$ cat src/rtl/turing_machine_core.sv
// turing_machine_core: single-tape Turing machine engine with loadable table and register tape.
// Latency: 2 cycles per transition (FETCH then EXEC); free-run or one transition per step pulse.
// Backpressure: none; host table/tape writes are dropped while busy. Optional macro: TM_TIMEOUT_EN.
module turing_machine_core #(
    parameter  int NUM_STATES = 4,
    parameter  int SYM_BITS   = 2,
    parameter  int TAPE_LEN   = 16,
    parameter  int STEP_BITS  = 16,
    parameter  int MAX_STEPS  = 1000,
    localparam int STATE_BITS = $clog2(NUM_STATES),
    localparam int HEAD_BITS  = $clog2(TAPE_LEN),
    localparam int ADDR_W     = STATE_BITS + SYM_BITS,
    localparam int ENT_W      = ADDR_W + 1
) (
    input  logic                  clock,
    input  logic                  reset,
    input  logic                  prog_we,
    input  logic [ADDR_W-1:0]     prog_addr,
    input  logic [ENT_W-1:0]      prog_data,
    input  logic                  tape_we,
    input  logic [HEAD_BITS-1:0]  tape_addr,
    input  logic [SYM_BITS-1:0]   tape_wdata,
    output logic [SYM_BITS-1:0]   tape_rdata,
    input  logic [HEAD_BITS-1:0]  head_init,
    input  logic                  start,
    input  logic                  step_mode,
    input  logic                  step,
    output logic                  busy,
    output logic                  halted,
    output logic                  err_bounds,
    output logic                  timeout,
    output logic [STATE_BITS-1:0] cur_state,
    output logic [HEAD_BITS-1:0]  head_pos,
    output logic [STEP_BITS-1:0]  step_count
);

    localparam int                  TBL_DEPTH  = 1 << ADDR_W;
    localparam logic [STATE_BITS-1:0] HALT_STATE = STATE_BITS'(NUM_STATES - 1);
    localparam logic [HEAD_BITS-1:0]  HEAD_MAX   = HEAD_BITS'(TAPE_LEN - 1);

    // The watchdog limit must be reachable by the saturating counter.
    if (MAX_STEPS < 1 || MAX_STEPS > (2 ** STEP_BITS) - 1) begin : g_bad_max_steps
        $error("MAX_STEPS does not fit in STEP_BITS");
    end

    typedef enum logic [2:0] {
        S_IDLE, S_FETCH, S_EXEC, S_PAUSE, S_HALT, S_ERROR
    } fsm_t;

    fsm_t                  state_q;
    logic [ENT_W-1:0]      table_q [TBL_DEPTH];
    logic [SYM_BITS-1:0]   tape_q  [TAPE_LEN];
    logic [ENT_W-1:0]      entry_q;
    logic [STATE_BITS-1:0] cur_state_q;
    logic [HEAD_BITS-1:0]  head_q;
    logic [STEP_BITS-1:0]  step_q;

    logic                  busy_w;
    logic [SYM_BITS-1:0]   rd_sym;
    logic [STATE_BITS-1:0] ent_next_raw;
    logic [STATE_BITS-1:0] ent_next;
    logic [SYM_BITS-1:0]   ent_wsym;
    logic                  ent_move;
    logic                  at_edge;
    logic                  go_halt;
    logic [STEP_BITS-1:0]  step_d;

    assign busy_w       = (state_q == S_FETCH) || (state_q == S_EXEC) || (state_q == S_PAUSE);
    assign rd_sym       = tape_q[head_q];
    assign ent_next_raw = entry_q[ENT_W-1 -: STATE_BITS];
    assign ent_wsym     = entry_q[SYM_BITS:1];
    assign ent_move     = entry_q[0];

    // Unreachable state encodings only exist when NUM_STATES is not a power of two; fold them into halt.
    if (NUM_STATES == (1 << STATE_BITS)) begin : g_next_pow2
        assign ent_next = ent_next_raw;
    end else begin : g_next_clamp
        assign ent_next = (ent_next_raw >= STATE_BITS'(NUM_STATES)) ? HALT_STATE : ent_next_raw;
    end

    assign at_edge = ent_move ? (head_q == HEAD_MAX) : (head_q == '0);
    assign go_halt = (ent_next == HALT_STATE);
    assign step_d  = (&step_q) ? step_q : step_q + 1'b1;

`ifdef TM_TIMEOUT_EN
    logic timeout_q;
    logic go_tmo;
    assign go_tmo  = (step_d == STEP_BITS'(MAX_STEPS));
    assign timeout = timeout_q;
`else
    assign timeout = 1'b0;
`endif

    // Control FSM plus table, tape and machine registers; host writes only land while not busy.
    always_ff @(posedge clock or posedge reset) begin
        if (reset) begin
            state_q     <= S_IDLE;
            entry_q     <= '0;
            cur_state_q <= '0;
            head_q      <= '0;
            step_q      <= '0;
            for (int i = 0; i < TBL_DEPTH; i++) table_q[i] <= '0;
            for (int i = 0; i < TAPE_LEN; i++)  tape_q[i]  <= '0;
`ifdef TM_TIMEOUT_EN
            timeout_q   <= 1'b0;
`endif
        end else begin
            if (!busy_w && prog_we) table_q[prog_addr] <= prog_data;
            if (!busy_w && tape_we) tape_q[tape_addr]  <= tape_wdata;
            case (state_q)
                S_IDLE, S_HALT, S_ERROR: begin
                    if (start) begin
                        cur_state_q <= '0;
                        head_q      <= head_init;
                        step_q      <= '0;
`ifdef TM_TIMEOUT_EN
                        timeout_q   <= 1'b0;
`endif
                        state_q     <= S_FETCH;
                    end
                end
                S_FETCH: begin
                    entry_q <= table_q[{cur_state_q, rd_sym}];
                    state_q <= S_EXEC;
                end
                S_EXEC: begin
                    tape_q[head_q] <= ent_wsym;
                    cur_state_q    <= ent_next;
                    step_q         <= step_d;
                    if (!at_edge) head_q <= ent_move ? head_q + 1'b1 : head_q - 1'b1;
                    if (at_edge)        state_q <= S_ERROR;
                    else if (go_halt)   state_q <= S_HALT;
`ifdef TM_TIMEOUT_EN
                    else if (go_tmo) begin
                        state_q   <= S_HALT;
                        timeout_q <= 1'b1;
                    end
`endif
                    else if (step_mode) state_q <= S_PAUSE;
                    else                state_q <= S_FETCH;
                end
                S_PAUSE: begin
                    if (step || !step_mode) state_q <= S_FETCH;
                end
                default: state_q <= S_IDLE;
            endcase
        end
    end

    assign busy       = busy_w;
    assign halted     = (state_q == S_HALT);
    assign err_bounds = (state_q == S_ERROR);
    assign cur_state  = cur_state_q;
    assign head_pos   = head_q;
    assign step_count = step_q;
    assign tape_rdata = tape_q[tape_addr];

endmodule

$ cat config.mk
export PLATFORM = sky130hd
export DESIGN_NAME = turing_machine_core
export DESIGN_NICKNAME = d
export VERILOG_FILES = /design/src/rtl/turing_machine_core.sv
export SDC_FILE = /design/constraint.sdc
export NUM_CORES = 1
export LEC_CHECK = 0
export CORE_AREA = 4 4 118 120
export CTS_CLUSTER_SIZE = 12
export DETAILED_ROUTE_END_ITERATION = 6
export DIE_AREA = 0 0 122 124
export GPL_ROUTABILITY_DRIVEN = 0
export PLACE_DENSITY_LB_ADDON = 0.08
export SETUP_SLACK_MARGIN = 0.5
export SLEW_MARGIN = 5
export SYNTH_ARGS = -nofsm -noshare
export SYNTH_HDL_FRONTEND = slang
export SYNTH_SLANG_ARGS = --single-unit
$ cat constraint.sdc
create_clock -name clock -period 14.2 [get_ports clock]
set_clock_uncertainty 0.05 [all_clocks]
set_input_delay 2.84 -clock clock [delete_from_list [all_inputs] [get_ports clock]]
set_output_delay 2.84 -clock clock [all_outputs]
set_load 0.1 [all_outputs]
# Word-level counts from Yosys, hierarchy flattened
# Index checks and enable logic that the tools add are counted.
[op_classes]
n_bitwise = 4
mux = 36
n_lt_le_gt_ge = 7
reduce_logical = 19
add_sub_neg = 3
n_eq_ne = 11
[op_table]
columns = ["operator", "count"]
rows = [
  ["bitwise mux 80 bit", 1],
  ["bitwise mux 32 bit", 2],
  ["2-to-1 mux 32 bit", 2],
  ["2-to-1 mux 16 bit", 2],
  ["one-hot mux 16 bit (2 select lines)", 1],
  ["binary-select mux 5 bit (select 4 bit)", 1],
  ["demux 5 bit (select 4 bit)", 1],
  ["greater-or-equal comparator 5 bit, second input constant", 4],
  ["NOT 4 -> 5 bit", 4],
  ["adder 16 x 1 -> 16 bit, second input constant", 1],
  ["binary-select mux 2 bit (select 4 bit)", 2],
  ["demux 2 bit (select 4 bit)", 2],
  ["2-to-1 mux 2 bit", 8],
  ["AND reduction 16 bit", 1],
  ["< comparator 5 x 1 -> 1 bit, second input constant", 3],
  ["2-to-1 mux 5 bit", 3],
  ["2-to-1 mux 3 bit", 4],
  ["2-to-1 mux 4 bit", 3],
  ["one-hot mux 3 bit (4 select lines)", 1],
  ["one-hot mux 4 bit (2 select lines)", 1],
  ["== test 3 x 2 -> 1 bit, second input constant", 2],
  ["== test 3 bit, second input constant", 2],
  ["inequality test 2 bit, second input constant", 3],
  ["AND reduction 3 bit", 2],
  ["16 further kinds", 24],
]
[word_totals]
regBits = 142
wordCells = 117

# Longest topological paths before layout
# Gate-level depths: netlist of the first run.
[depth]
depth_word = 9
mapped_depth = 11

# Worst setup path before layout of the first run
# Ideal clock, no wire load.
[synth_timing]
kind = "input -> output"
from = "in tape_addr[0]"
to = "out tape_rdata[0]"
setup_slack_ps = 6828
n_path_buf = 1
cell_stages = 3
arrival_ps = 4482
cell_sequence = "clkbuf_1 > mux4_2 > mux4_2"
[synth_via]
elab_chain_cells = 4
[synth_rtl]
columns = ["item", "line_no", "source"]
rows = [
  ["start, declared", "21", "input logic [HEAD_BITS-1:0] tape_addr,"],
  ["NOT 4 -> 5 bit (implied by the code)", "156", "assign tape_rdata = tape_q[tape_addr];"],
  ["binary-select mux 2 bit (select 4 bit)", "156", ""],
  ["2-to-1 mux 2 bit (implied by the code) (2 in series)", "156", ""],
  ["end, declared", "23", "output logic [SYM_BITS-1:0] tape_rdata,"],
]
# Every way passes these cells. The select of a mux whose other input is x is not followed.

# Worst setup path in the final report of the first run
# Same ends and word-level chain as after synthesis.

==> impl_metrics.tcl, run 1 <==
set metrics [dict create \
    finalCritPeriodShare_pct 61.1 \
    worst_pin_slew_ns 1.10 \
    ant_nets 0 \
    status "finished clean" \
    ys_warn_count 0 \
    ys_ff_latch 142 \
    cts_tree "built" \
    crit_family "buffers and inverters" \
    routed_wl_um 17700 \
    path_clk_slew_ns 0.06 \
    hp-class "reg -> reg" \
    rsz0062_at_grt "false" \
    coreArea_um2 13000 \
    crit_slowest_cell "clkdlybuf4s50_1" \
    netlist_instances 667 \
    root_buffer "clkbuf_16" \
    clk_path_buf_depth 2 \
    fin_area_um2 8700 \
    synth_top_area_cell "dfrtp_1" \
    cp.required_ns 11.31 \
    post-place-ws_ns 5.51 \
    cp_slowest_stage_delay_ns 0.98 \
    grt_overflow 0 \
    synth_edf_count 0 \
    syn_to_final_growth_pct 15.3 \
    synthesis.area_um2 7550 \
    fin_ws_ns 5.52 \
    drtIter0Drc 507 \
    die_area_um2 15100 \
    path_max_fanout 13 \
    hpwl_um 12300 \
    die_w_um 122 \
    critPathBufInv 2 \
    grt_max_degree 81 \
    hold_viol 0 \
    vias 5450 \
    dpl_cell_area_um2 8140 \
    slew_headroom_pct 25.9 \
    ys_async_sr_fraction_pct 100 \
    ys_types 45 \
    crit_path_end_kind "output port" \
    criticalPathCategory "in -> out" \
    grt_pass1_wl_um 29400 \
    synth.area.top_cells "dfrtp_1 (47%), mux2_2 (12%), mux2i_1 (8.8%)" \
    fin_nets 735 \
    synth_top_area_share_pct 47.1 \
    grt_pass1_vias 5672 \
    synth.most_common_cell "dfrtp_1" \
    dieHeight_um 124 \
    portBuffers 52 \
    critical_path.cell_chain "clkdlybuf4s50_1, mux4_2, mux4_2, clkdlybuf4s50_1" \
    final.setup.tns_ns 0 \
    fmax_mhz 115 \
    power_density_nw_per_um2 235 \
    finalSetupViolCount 0 \
    slew_viol_final 0 \
    ir_worst_vdd_mv 0.136 \
    grtUsageTotal_pct 25.3 \
    clk_latency_ns 0.42 \
    arrival_ns 5.79 \
    p_leak_nw 3.76 \
    htreeDepth 4 \
    wl_per_cell_um 19.8 \
    vias_per_cell 6.10 \
    dr.pass1.iters 5 \
    synthFlopType "dfrtp_1" \
    ctsHoldBuffers 0 \
    maxCapViolations 0 \
    drc 0 \
    fin_util_pct 67.0 \
    fillers 1005 \
    synth.top_cells.by_count "dfrtp_1 (142), mux2_2 (83), nor2_1 (68)" \
    num_rows 42 \
    synth.net_count 697 \
    grt_antenna_before_repair 0 \
    ys_seq_area_share_pct 47.1 \
    post_cts_resized 0 \
    fin_crit_ns 8.68 \
    start_util_pct 58.1 \
    postCtsSetupBuffers 0 \
    crit_path_start_kind "primary input" \
    cts_sinks 142 \
    cts_buffers 17 \
    antennaDiodeCount 0 \
    layoutNonFillerInstCount 894 \
    final_layout_size_suffix_gt1_share_pct 20.2 \
    pin_count 54 \
    syn_area_per_cell_um2 11.3 \
    dp_cells 862 \
]
-- cells in the final DEF (no fill, tap or decap), drive strengths merged, types with 5 or more instances in the layout --
cell type and count:
a21oi 17, a22oi 7, and3 5, clkbuf 20, clkdlybuf4s50 52, clkinvlp 5, dfrtp 142, inv 9
mux2 83, mux2i 69, mux4 23, nand2 59, nand2b 19, nand3 27, nand4 10, nor2 68
nor3 15, o21ai 28, xor2 12
-- through the flow --
stage	total power [mW]	hold slack, ns
CTS	2.06	0.457
finish	2.05	0.453
detailed placement	1.63	0.443
global route	2.16	0.472
global placement	1.60	0.432
floorplan	1.43	0.416
-- state kept, by name, indices dropped and copies added (netlist names) --
signal      flops
cur_state       2
entry_q         5
head_pos        4
state_q         3
step_count     16
table_q        80
tape_q         32
-- final cells by class --
class	instances	area [um^2]	area share [%]
tap	176	220	2.53
multi-input combinational	483	3800	43.7
clock buffer	20	447	5.13
clock inverter	12	113	1.29
inverter	7	31.3	0.359
timing repair buffer	54	536	6.15
sequential	142	3550	40.8
-- worst register-to-register path, cell delays in order, from the launching register on --
cell     delay, ns
dfrtp_1       0.84
mux4_2        0.63
mux2i_4       0.27
mux2i_4       0.10
buf_4         0.36
mux4_2        0.56
mux2_2        0.28
a22oi_1       0.15
nand2_1       0.07
-- where the power goes --
group / switching [mW] / total, mW / internal (mW)
registers: 0.165 / 0.733 / 0.567
clock network: 0.173 / 0.419 / 0.246
logic: 0.493 / 0.897 / 0.403
total: 0.832 / 2.05 / 1.22
-- layer usage --
metal | GRT usage, % | up-vias | routed length [um]
met5 | 0 | - | 0
met4 | 9.03 | 0 | 373
met3 | 5.40 | 31 | 812
met2 | 43.1 | 172 | 9040
met1 | 32.2 | 2763 | 7510
li1 | - | 2484 | -
-- final timing paths --
kind                            cells after the start            end  slack, ns         start
worst min register to register                      1    table_q[75]       0.45   table_q[75]
worst max-delay path                                4  tape_rdata[0]       5.52  tape_addr[0]
worst min-delay path                                1    table_q[75]       0.45   table_q[75]
min in group asynchronous                           2  step_count[3]       2.82         reset
max in group asynchronous                           3     table_q[3]       9.88         reset
worst max register to register                      8     entry_q[0]      10.79   head_pos[1]
-- logic make-up after synthesis --
kind of cell               count (synthesis)  share of synthesized area, %
DFF                                      142                          47.1
muxes                                    175                          28.9
buffers and inverters                     42                          2.54
other                                      1                        0.0497
AOI/OAI and AO/OA                         69                          5.40
xor gates and xnor gates                  15                          1.74
adders and majority gates                  4                         0.763
and+or+nand+nor                          219                          13.5
Power figures use the tool's default switching activity.
==> run 2: changes to the inputs <==
--- a/config.mk
+++ b/config.mk
@@ -5,10 +5,10 @@
 export SDC_FILE = /design/constraint.sdc
 export NUM_CORES = 1
 export LEC_CHECK = 0
-export CORE_AREA = 4 4 118 120
+export CORE_AREA = 4 4 119 121
 export CTS_CLUSTER_SIZE = 12
 export DETAILED_ROUTE_END_ITERATION = 6
-export DIE_AREA = 0 0 122 124
+export DIE_AREA = 0 0 123 125
 export GPL_ROUTABILITY_DRIVEN = 0
 export PLACE_DENSITY_LB_ADDON = 0.08
 export SETUP_SLACK_MARGIN = 0.5
==> constraint.sdc (replaced) <==
create_clock -name clock -period 8.1 [get_ports clock]
set_clock_uncertainty 0.05 [all_clocks]
set_input_delay 1.62 -clock clock [delete_from_list [all_inputs] [get_ports clock]]
set_output_delay 1.62 -clock clock [all_outputs]
set_load 0.1 [all_outputs]
==> impl_metrics.tcl, run 2 (synthesis results as in run 1) <==
set metrics [dict create \
    status "finished clean" \
    power_frac_comb_pct 43.0 \
    fmax_mhz 160 \
    grtUsageTotal_pct 25.2 \
    maxCapViolations 0 \
    finalSetupViolCount 0 \
    arrival_ns 4.58 \
    cp.required_ns 6.43 \
    ir_worst_vdd_mv 0.214 \
    p_seq_share_pct 35.1 \
    crit_path_end_kind "output port" \
    path_clk_slew_ns 0.06 \
    crit_slowest_cell "clkdlybuf4s50_1" \
    fin_nets 735 \
    internal_power_mw 2.21 \
    hold_viol 0 \
    p_total_mw 3.66 \
    largest-register "table_q" \
    clk_latency_ns 0.42 \
    htreeDepth 4 \
    finalCritPeriodShare_pct 77.2 \
    worst_pin_slew_ns 1.05 \
    vias_per_cell 6.07 \
    hpwl_um 12100 \
    ant_nets 0 \
    num_rows 42 \
    final_layout_size_suffix_gt1_share_pct 20.0 \
    die_area_um2 15400 \
    final.setup.tns_ns 0 \
    swShare_pct 39.6 \
    layout.cells.most_common "dfrtp_1" \
    start_util_pct 57.7 \
    grt_pass1_wl_um 30200 \
    cts_tree "built" \
    dieHeight_um 125 \
    postCtsSetupBuffers 0 \
    syn_to_final_growth_pct 15.8 \
    fin_crit_ns 6.25 \
    top_usage_layer "met2" \
    coreArea_um2 13100 \
    pin_count 54 \
    grt_overflow 0 \
    rsz0062_at_grt "false" \
    routed_wl_um 18000 \
    cp_slowest_stage_delay_ns 0.98 \
    crit_path_start_kind "primary input" \
    grt_antenna_before_repair 0 \
    grtUsageMet3_pct 5.15 \
    p_switching_mw 1.45 \
    largest_reg_flops 80 \
    grt_max_degree 73 \
    clk_path_buf_depth 2 \
    criticalPathCategory "in -> out" \
    p_leak_nw 3.79 \
    critical_path.cell_chain "clkdlybuf4s50_1, mux4_2, mux4_2, clkdlybuf4s50_1" \
    die_w_um 123 \
    clockPowerShare_pct 21.9 \
    cts_sinks 142 \
    slew_headroom_pct 29.1 \
    path_max_fanout 13 \
    ctsHoldBuffers 0 \
    dr.pass1.iters 5 \
    grt_pass1_vias 5676 \
    final_cell_mix "dfrtp_1 (142), mux2_2 (83), nor2_1 (68), mux2i_1 (66), nand2_1 (59)" \
    critPathBufInv 2 \
    wl_per_cell_um 20.2 \
    vias 5407 \
    slew_viol_final 0 \
    antennaDiodeCount 0 \
    post_cts_resized 0 \
    crit_family "buffers and inverters" \
    grtUsageMet1_pct 33.0 \
    power_density_nw_per_um2 419 \
    hp-class "reg -> reg" \
    portBuffers 52 \
    cts_buffers 17 \
    root_buffer "clkbuf_16" \
    use_met2_pct 41.6 \
    drtIter0Drc 458 \
    drc 0 \
]
==> run 2: cell count changes in the layout (fill, tap and decap cells not counted) <==
cell | before | now
clkinvlp_4 | 5 | 1
bufinv_16 | 1 | 4
clkbuf_1 | 2 | 1
clkbuf_8 | 1 | 0
clkinv_2 | 2 | 3
inv_6 | 3 | 2
==> run 2: path summary, 6_finish.rpt <==
kind	from	endpoint	slack, ns	depth (start not counted)
min	table_q[79]	table_q[79]	0.46	1
max reg2reg	head_pos[1]	entry_q[0]	4.69	8
max in group asynchronous	reset	table_q[21]	5.02	3
min in group asynchronous	reset	table_q[66]	1.63	2
min reg2reg	table_q[79]	table_q[79]	0.46	1
max	tape_addr[0]	tape_rdata[1]	1.85	4
==> run 2: power groups by stage <==
| stage | sequential [mW] | combinational [mW] | clock [mW] |
|---|---|---|---|
| 2_1_floorplan | 1.29 | 1.21 | 0 |
| 6_report | 1.29 | 1.57 | 0.802 |
| 4_1_cts | 1.28 | 1.57 | 0.812 |
| 3_3_place_gp | 1.27 | 1.53 | 0 |
| 3_5_place_dp | 1.29 | 1.56 | 0 |
| 5_1_grt | 1.33 | 1.70 | 0.846 |
==> run 2: stage by stage <==
stage	cell area (um^2)	instances	utilization [%]	setup slack, ns	hold slack, ns
final	8740	891	66.8	1.85	0.455
after CTS	8740	891	66.8	1.84	0.456
after global routing	8740	891	66.8	1.72	0.468
after floorplan	7550	667	-	2.62	0.416
after detailed placement	8140	862	62.2	1.87	0.443
after global placement	8140	862	62.2	1.93	0.432
==> run 2: cell type report <==
class / instances / area (um^2)
clock inverters: 11 / 169
fillers: 997 / 4340
inverters: 7 / 31.3
well taps: 176 / 220
flip-flops and latches: 142 / 3550
repair buffers: 54 / 536
clock buffers: 18 / 429
multi-input cells: 483 / 3800
==> run 2: per-layer routing <==
| metal | routed length [um] | part of all wire [%] | up-vias |
|---|---|---|---|
| met4 | 389 | 2.2 | 0 |
| met1 | 7500 | 42 | 2720 |
| met3 | 878 | 4.9 | 31 |
| li1 | - | - | 2481 |
| met5 | 0 | 0 | - |
| met2 | 9210 | 51 | 175 |
==> run 3: changes to the inputs <==
--- a/config.mk
+++ b/config.mk
@@ -5,10 +5,10 @@
 export SDC_FILE = /design/constraint.sdc
 export NUM_CORES = 1
 export LEC_CHECK = 0
-export CORE_AREA = 4 4 119 121
+export CORE_AREA = 4 4 124 126
 export CTS_CLUSTER_SIZE = 12
 export DETAILED_ROUTE_END_ITERATION = 6
-export DIE_AREA = 0 0 123 125
+export DIE_AREA = 0 0 128 130
 export GPL_ROUTABILITY_DRIVEN = 0
 export PLACE_DENSITY_LB_ADDON = 0.08
 export SETUP_SLACK_MARGIN = 0.5
==> constraint.sdc (replaced) <==
create_clock -name clock -period 5.6 [get_ports clock]
set_clock_uncertainty 0.05 [all_clocks]
set_input_delay 1.12 -clock clock [delete_from_list [all_inputs] [get_ports clock]]
set_output_delay 1.12 -clock clock [all_outputs]
set_load 0.1 [all_outputs]
==> impl_metrics.tcl, run 3 (synthesis results as in run 1) <==
set metrics [dict create \
    ctsHoldBuffers 0 \
    violations "design-rule violations" \
    crit_top_cell "mux4_2" \
    clk_latency_ns 0.41 \
    fin_util_pct 61.1 \
    p_total_mw 5.29 \
    crit_slowest_cell "clkdlybuf4s50_1" \
    maxCapViolations 0 \
    status "finished with violations" \
    ir_worst_vdd_mv 0.306 \
    grt_overflow 0 \
    antennaDiodeCount 0 \
    root_buffer "clkbuf_16" \
    dpl_cell_area_um2 8150 \
    slew_headroom_pct 20.1 \
    grtUsageTotal_pct 22.7 \
    finalSetupViolCount 0 \
    final_layout_size_suffix_gt1_share_pct 20.3 \
    fmax_mhz 222 \
    vias_per_cell 5.99 \
    die_area_um2 16600 \
    wl_per_cell_um 19.8 \
    fillers 1172 \
    final_cell_mix "dfrtp_1 (142), mux2_2 (83), nor2_1 (68), mux2i_1 (66), nand2_1 (59)" \
    post_cts_resized 0 \
    fin_area_um2 8740 \
    hold_viol 0 \
    path_max_fanout 13 \
    slew_viol_final 0 \
    vias 5380 \
    crit_path_start_kind "primary input" \
    reg2reg_depth 8 \
    ant_nets 0 \
    fin_crit_ns 4.50 \
    grtUsageMet1_pct 29.6 \
    coreArea_um2 14300 \
    cp.required_ns 4.43 \
    min_delay_path_depth 1 \
    cts_buffers 17 \
    drtIter0Drc 438 \
    htreeDepth 4 \
    reg2reg_to "entry_q[0]" \
    worst_pin_slew_ns 1.19 \
    portBuffers 52 \
    path_clk_slew_ns 0.06 \
    syn_to_final_growth_pct 15.9 \
    r2r-start "head_pos[1]" \
    hold_end "table_q[70]" \
    dieHeight_um 130 \
    grt_pass1_vias 5535 \
    criticalPathCategory "in -> out" \
    p_leak_nw 3.79 \
    power_density_nw_per_um2 605 \
    pin_count 54 \
    rsz0062_at_grt "false" \
    grtUsageMet3_pct 5.24 \
    finalCritPeriodShare_pct 80.4 \
    routed_wl_um 17800 \
    hpwl_um 12400 \
    postCtsSetupBuffers 0 \
    drc 7 \
    largest_reg_flops 80 \
    grt_pass1_wl_um 29300 \
    largest-register "table_q" \
    crit_path_end_kind "output port" \
    cts_sinks 142 \
    arrival_ns 3.33 \
    cp_slowest_stage_delay_ns 0.88 \
    ff2ff_setup_slack_ns 2.13 \
    layout.cells.most_common "dfrtp_1" \
    die_w_um 128 \
    min_from "table_q[70]" \
    num_rows 44 \
    grt_antenna_before_repair 0 \
    clk_path_buf_depth 2 \
    use_met2_pct 37.3 \
    critical_path.cell_chain "clkdlybuf4s50_1, mux4_2, mux4_2, buf_4" \
    fin_nets 735 \
    dr.pass1.iters 7 \
    start_util_pct 52.7 \
    hp-class "reg -> reg" \
    cts_tree "built" \
    final.setup.tns_ns 0 \
    grt_max_degree 117 \
    top_usage_layer "met2" \
]
## run 3: changes by cell type in the layout (fill, tap and decap cells not counted), sizes merged
cell and delta:
inv -1, clkinvlp +1, buf +2, clkdlybuf4s50 -2
clkbuf -1
## run 3: worst max-delay path: cells and delay by family
kind	cells	cell delay (ns)
buffers and inverters	2	1.13
muxes	2	1.08
## run 3: final cells by class
type / instances / area, um^2 / area share [%]
multi-input combinational: 483 / 3800 / 43.5
clock buffer: 17 / 425 / 4.86
timing repair buffer: 54 / 531 / 6.07
inverter: 7 / 31.3 / 0.358
sequential: 142 / 3550 / 40.6
clock inverter: 11 / 171 / 1.96
tap: 184 / 230 / 2.63
## run 3: through the flow
stage / hold slack, ns / cells / worst slack, ns
after detailed placement: 0.442 / 870 / 1.08
after global routing: 0.462 / 898 / 0.979
after floorplan: 0.416 / 667 / 0.620
final: 0.454 / 898 / 1.10
after CTS: 0.455 / 898 / 1.08
after global placement: 0.433 / 870 / 1.16
## run 3: worst max path at each step
stage / slack, ns / depth (start not counted) / end / startpoint
2_1_floorplan: 0.62 / 1 / cur_state[0] / reset
3_3_place_gp: 1.16 / 4 / tape_rdata[0] / tape_addr[0]
3_5_place_dp: 1.08 / 4 / tape_rdata[1] / tape_addr[0]
4_1_cts: 1.08 / 4 / tape_rdata[1] / tape_addr[0]
5_1_grt: 0.98 / 4 / tape_rdata[1] / tape_addr[0]
6_report: 1.10 / 4 / tape_rdata[1] / tape_addr[0]
## run 3: power by group
part | leakage [nW] | internal [mW] | switching (mW)
combinational | 1.69 | 1.02 | 1.25
sequential | 1.81 | 1.44 | 0.423
clock | 0.286 | 0.735 | 0.425
## run 3: layer usage
layer	vias to the layer above	wire length (um)	share of wire [%]
met3	35	816	4.6
met1	2709	7860	44
li1	2481	-	-
met4	0	484	2.7
met2	155	8640	49
met5	-	0	0
